<file path="src/rtl/reaction_timer.sv">
// Reaction timer: watches an F1 start-light bar, times lights-out to the first
// trigger press in en ticks, and flags presses made before lights out.
module reaction_timer #(
   parameter int WIDTH     = 8,
   parameter int CNT_WIDTH = 16
) (
   input  logic                 clk,
   input  logic                 rst,
   input  logic                 en,
   input  logic [WIDTH-1:0]     lights,
   input  logic                 trigger,
   output logic [CNT_WIDTH-1:0] time_out,
   output logic                 valid,
   output logic                 false_start,
   output logic                 busy
);

   typedef enum logic [2:0] {
      S_IDLE,
      S_LIGHTING,
      S_FULL,
      S_TIMING,
      S_DONE,
      S_FAULT
   } state_t;

   localparam logic [WIDTH-1:0]     ALL_ON  = '1;
   localparam logic [CNT_WIDTH-1:0] CNT_MAX = '1;

   state_t               state_q;
   logic                 trig_q;
   logic [CNT_WIDTH-1:0] counter_q;
   logic [CNT_WIDTH-1:0] time_out_q;
   logic                 valid_q;
   logic                 false_start_q;
   logic                 busy_q;
   logic                 press;

   // Only a rising edge counts; a button held across states is never a press.
   assign press = trigger & ~trig_q;

   // NOTE: every register here is state, so all updates use non-blocking
   // assignments and the reset branch clears them asynchronously.
   always_ff @(posedge clk or posedge rst) begin
      if (rst) begin
         state_q       <= S_IDLE;
         trig_q        <= 1'b0;
         counter_q     <= '0;
         time_out_q    <= '0;
         valid_q       <= 1'b0;
         false_start_q <= 1'b0;
         busy_q        <= 1'b0;
      end else begin
         trig_q <= trigger;
         case (state_q)
            S_IDLE: begin
               if (lights != '0) begin
                  state_q <= S_LIGHTING;
                  busy_q  <= 1'b1;
               end
            end
            S_LIGHTING: begin
               if (press) begin
                  state_q       <= S_FAULT;
                  false_start_q <= 1'b1;
                  valid_q       <= 1'b0;
                  busy_q        <= 1'b0;
               end else if (lights == ALL_ON) begin
                  state_q <= S_FULL;
               end else if (lights == '0) begin
                  state_q <= S_IDLE;
                  busy_q  <= 1'b0;
               end
            end
            S_FULL: begin
               // A press on the lights-out edge itself is still a false start.
               if (press) begin
                  state_q       <= S_FAULT;
                  false_start_q <= 1'b1;
                  valid_q       <= 1'b0;
                  busy_q        <= 1'b0;
               end else if (lights == '0) begin
                  state_q   <= S_TIMING;
                  counter_q <= '0;
               end
            end
            S_TIMING: begin
               if (press) begin
                  state_q    <= S_DONE;
                  time_out_q <= counter_q;
                  valid_q    <= 1'b1;
                  busy_q     <= 1'b0;
               end else if (en && (counter_q != CNT_MAX)) begin
                  counter_q <= counter_q + 1'b1;
               end
            end
            S_DONE: begin
               if (lights != '0) begin
                  state_q <= S_LIGHTING;
                  valid_q <= 1'b0;
                  busy_q  <= 1'b1;
               end
            end
            S_FAULT: begin
               if ((lights == '0) && !trigger) begin
                  state_q       <= S_IDLE;
                  false_start_q <= 1'b0;
               end
            end
            default: begin
               state_q <= S_IDLE;
               busy_q  <= 1'b0;
            end
         endcase
      end
   end

   assign time_out    = time_out_q;
   assign valid       = valid_q;
   assign false_start = false_start_q;
   assign busy        = busy_q;

endmodule

</file>
<file path="config.mk">
export PLATFORM = sky130hd
export DESIGN_NAME = reaction_timer
export DESIGN_NICKNAME = d
export VERILOG_FILES = /design/src/rtl/reaction_timer.sv
export SDC_FILE = /design/constraint.sdc
export NUM_CORES = 1
export LEC_CHECK = 0
export BUFFER_PORTS_ARGS = -buffer_cell sky130_fd_sc_hd__buf_2
export CAP_MARGIN = 20
export CORE_MARGIN = 2
export CORE_UTILIZATION = 50
export CTS_CLUSTER_DIAMETER = 100
export DETAILED_ROUTE_END_ITERATION = 8
export PLACE_DENSITY = 0.72
export SLEW_MARGIN = 20
export SYNTH_ARGS = -nofsm -noshare
export SYNTH_HDL_FRONTEND = slang
export SYNTH_SLANG_ARGS = --single-unit
</file>
<file path="constraint.sdc">
create_clock -name clk -period 3.6 [get_ports clk]
set_clock_uncertainty 0.15 [all_clocks]
set_input_delay 1.08 -clock clk [delete_from_list [all_inputs] [get_ports clk]]
set_output_delay 1.08 -clock clk [all_outputs]
set_load 0.01 [all_outputs]
</file>
==> metrics <==
top cells by count, synth dfrtp_1 (39), a21oi_1 (21), mux2_2 (16), nand2_1 (15), nand3_1 (14); largest net degree at the start of global routing 40; vias per cell 5.77; Worst Path Required 3.63 ns; met2 Resource Use GR 29.5%; Hold Crit Depth 2; Synth Flop Type dfrtp_1; Post-CTS Hold Buffers 0; final setup vio count 0; RSZ-0062 raised after global routing false; crit path time final 2.74 ns; die area 4570 sq um; setup TNS 0 ns; worst hold start busy; Placement Rows 23; worst vdd ir 0.000314 V; initial core utilization 51.3%; R2R Path Start counter_q[0]; core area 3940 sq um; FF-to-FF End counter_q[2]; asr flop ratio synth 100%; final hold vios 0; antenna violation net count after detailed routing 0; fmax 365 MHz; Worst R2R Path Depth 6; ant diodes 0; Ys Warns 0; DRT iter0 DRCs 70; Clock Sinks 39; worst setup path class in2reg; Die W 67.6 microns; grt peak-use layer met2; outcome complete, no violations; Longest Clk Path Bufs 2; Mapped Cells 189; Setup Buffers After CTS 0; number of synthesized flops with an enable pin 0; CP endpoint kind flop; clock root buffer master clkbuf_8; Hold EP busy; wire length per cell 14.5 microns; hpwl dp 2670 microns; WL final 3930 microns; Layout area overhead 12.2%; crit path max fanout 7; CP startpoint kind input port; Synth cell types 42; Synth area leaders dfrtp_1 (48%), mux2_2 (8.9%), mux2i_1 (5.9%); count of final max-slew check failures 0; FF-to-FF setup slack 1.30 ns; PortBufs 30; Hold Crit Class reg2reg; Worst Path Arrival 2.77 ns; Synth top area share 48.2%; power per cell area 415 nW/um^2; mapped cell area 2020 sq um; Static Leak 1.09 nW; Inserted Clock Buffers 5; worst slew pin tran 0.801 ns; GP Congestion 0.896; met1 Track Usage GR 25.4%; vias in the first global route 1,468; Yosys top cell by area dfrtp_1; Max Cap Violations 0; final hold slack 0.347 ns; drt first pass iters 4; # fillers 360; Overflow after GRT 0; top-count cell post-synth dfrtp_1; die height 67.6 microns; GRT Overall Usage 20.0%; Synthesized Nets 202; fin nets 232; Clk Latency, worst-skew pair 0.30 ns; H-tree depth 2; Post-CTS Resized 0; share of cells above drive strength 1 30.0%; post-synthesis sequential area ratio 48.2%; CTS tree done; Clk pin slew, worst setup/hold paths 0.08 ns; first-pass GRT wire length 6590 microns; Mean Syn Cell Area 10.7 sq um; DRC viols 0; met3 usage 6.83%; max_slew headroom 46.2%; via count 1,557; I/O pins 31; initial antenna violation count 0; register bit count reported by yosys 39; Final Cycle Share 76.1%
-- state kept, by name, indices dropped and copies added (netlist names) --
| register | cells |
|---|---|
| busy | 1 |
| counter_q | 16 |
| false_start | 1 |
| state_q | 3 |
| time_out | 16 |
| trig_q | 1 |
| valid | 1 |
-- cell type report --
cell class | instances | area (sq um) | share of cell area [%]
Clock buffer | 6 | 72.6 | 3.19
Clock inverter | 2 | 12.5 | 0.551
Inverter | 3 | 11.3 | 0.496
Multi-Input combinational cell | 137 | 965 | 42.5
Sequential cell | 39 | 976 | 43.0
Tap cell | 50 | 62.6 | 2.75
Timing Repair Buffer | 33 | 173 | 7.60
-- logic make-up (layout without fill, tap and decap cells) --
group	Yosys count	after routing	synth area share, %
and+or+nand+nor	63	63	17.1
xor gates and xnor gates	1	1	0.433
DFF	39	39	48.2
buffers and inverters	13	44	4.14
AOI/OAI and AO/OA	44	44	14.6
muxes	28	28	14.8
adders and majority gates	1	1	0.618
-- cells in the final DEF, fill, tap and decap left out, drive strengths merged, types with 2 or more instances in the layout --
| master | instances |
|---|---|
| dfrtp | 39 |
| a22o | 3 |
| buf | 33 |
| mux2 | 16 |
| o31ai | 2 |
| and3b | 2 |
| o21a | 2 |
| a21oi | 21 |
| a31oi | 4 |
| nand4 | 6 |
| clkbuf | 6 |
| o211ai | 2 |
| nand2 | 15 |
| nor4 | 2 |
| nand3 | 15 |
| o21ai | 3 |
| nor2b | 2 |
| and3 | 2 |
| mux2i | 12 |
| nor2 | 9 |
| inv | 3 |
| nor3 | 6 |
-- worst max-delay path by stage --
stage              start             to  slack (ns)  cells past startpoint
2_1_floorplan  lights[1]   counter_q[3]        1.06                      5
3_3_place_gp   lights[1]   counter_q[3]        0.68                      6
3_5_place_dp   lights[1]   counter_q[3]        0.60                      6
4_1_cts        lights[1]  counter_q[10]        0.90                      7
5_1_grt        lights[5]  counter_q[10]        0.69                      7
6_report       lights[1]  counter_q[10]        0.86                      7
-- power by group --
part	total (mW)	leakage, nW	switching [mW]	internal (mW)
logic	0.155	0.516	0.0865	0.0687
registers	0.503	0.532	0.0403	0.462
clock network	0.285	0.0412	0.150	0.135
-- per-stage QoR --
stage | total power, mW | util (%) | std cells | area (sq um) | worst slack [ns]
6_report | 0.943 | 57.6 | 270 | 2270 | 0.859
5_1_grt | 0.996 | 57.6 | 270 | 2270 | 0.688
4_1_cts | 0.951 | 57.6 | 270 | 2270 | 0.900
3_5_place_dp | 0.667 | 55.5 | 262 | 2190 | 0.605
3_3_place_gp | 0.664 | 55.5 | 262 | 2190 | 0.684
2_1_floorplan | 0.634 | - | 189 | 2020 | 1.06
-- routing by layer --
metal | vias up | share of wire, %
li1 | 764 | -
met1 | 742 | 47
met2 | 44 | 45
met3 | 7 | 6.0
met4 | 0 | 2.3
met5 | - | 0
-- critical path: stages --
cell and delay (ns):
buf_2 0.10, nor4_1 0.56, and2_1 0.26, nand4_1 0.26, buf_4 0.27, a21oi_1 0.15
mux2i_1 0.09
(Power assumes the default switching activity.)
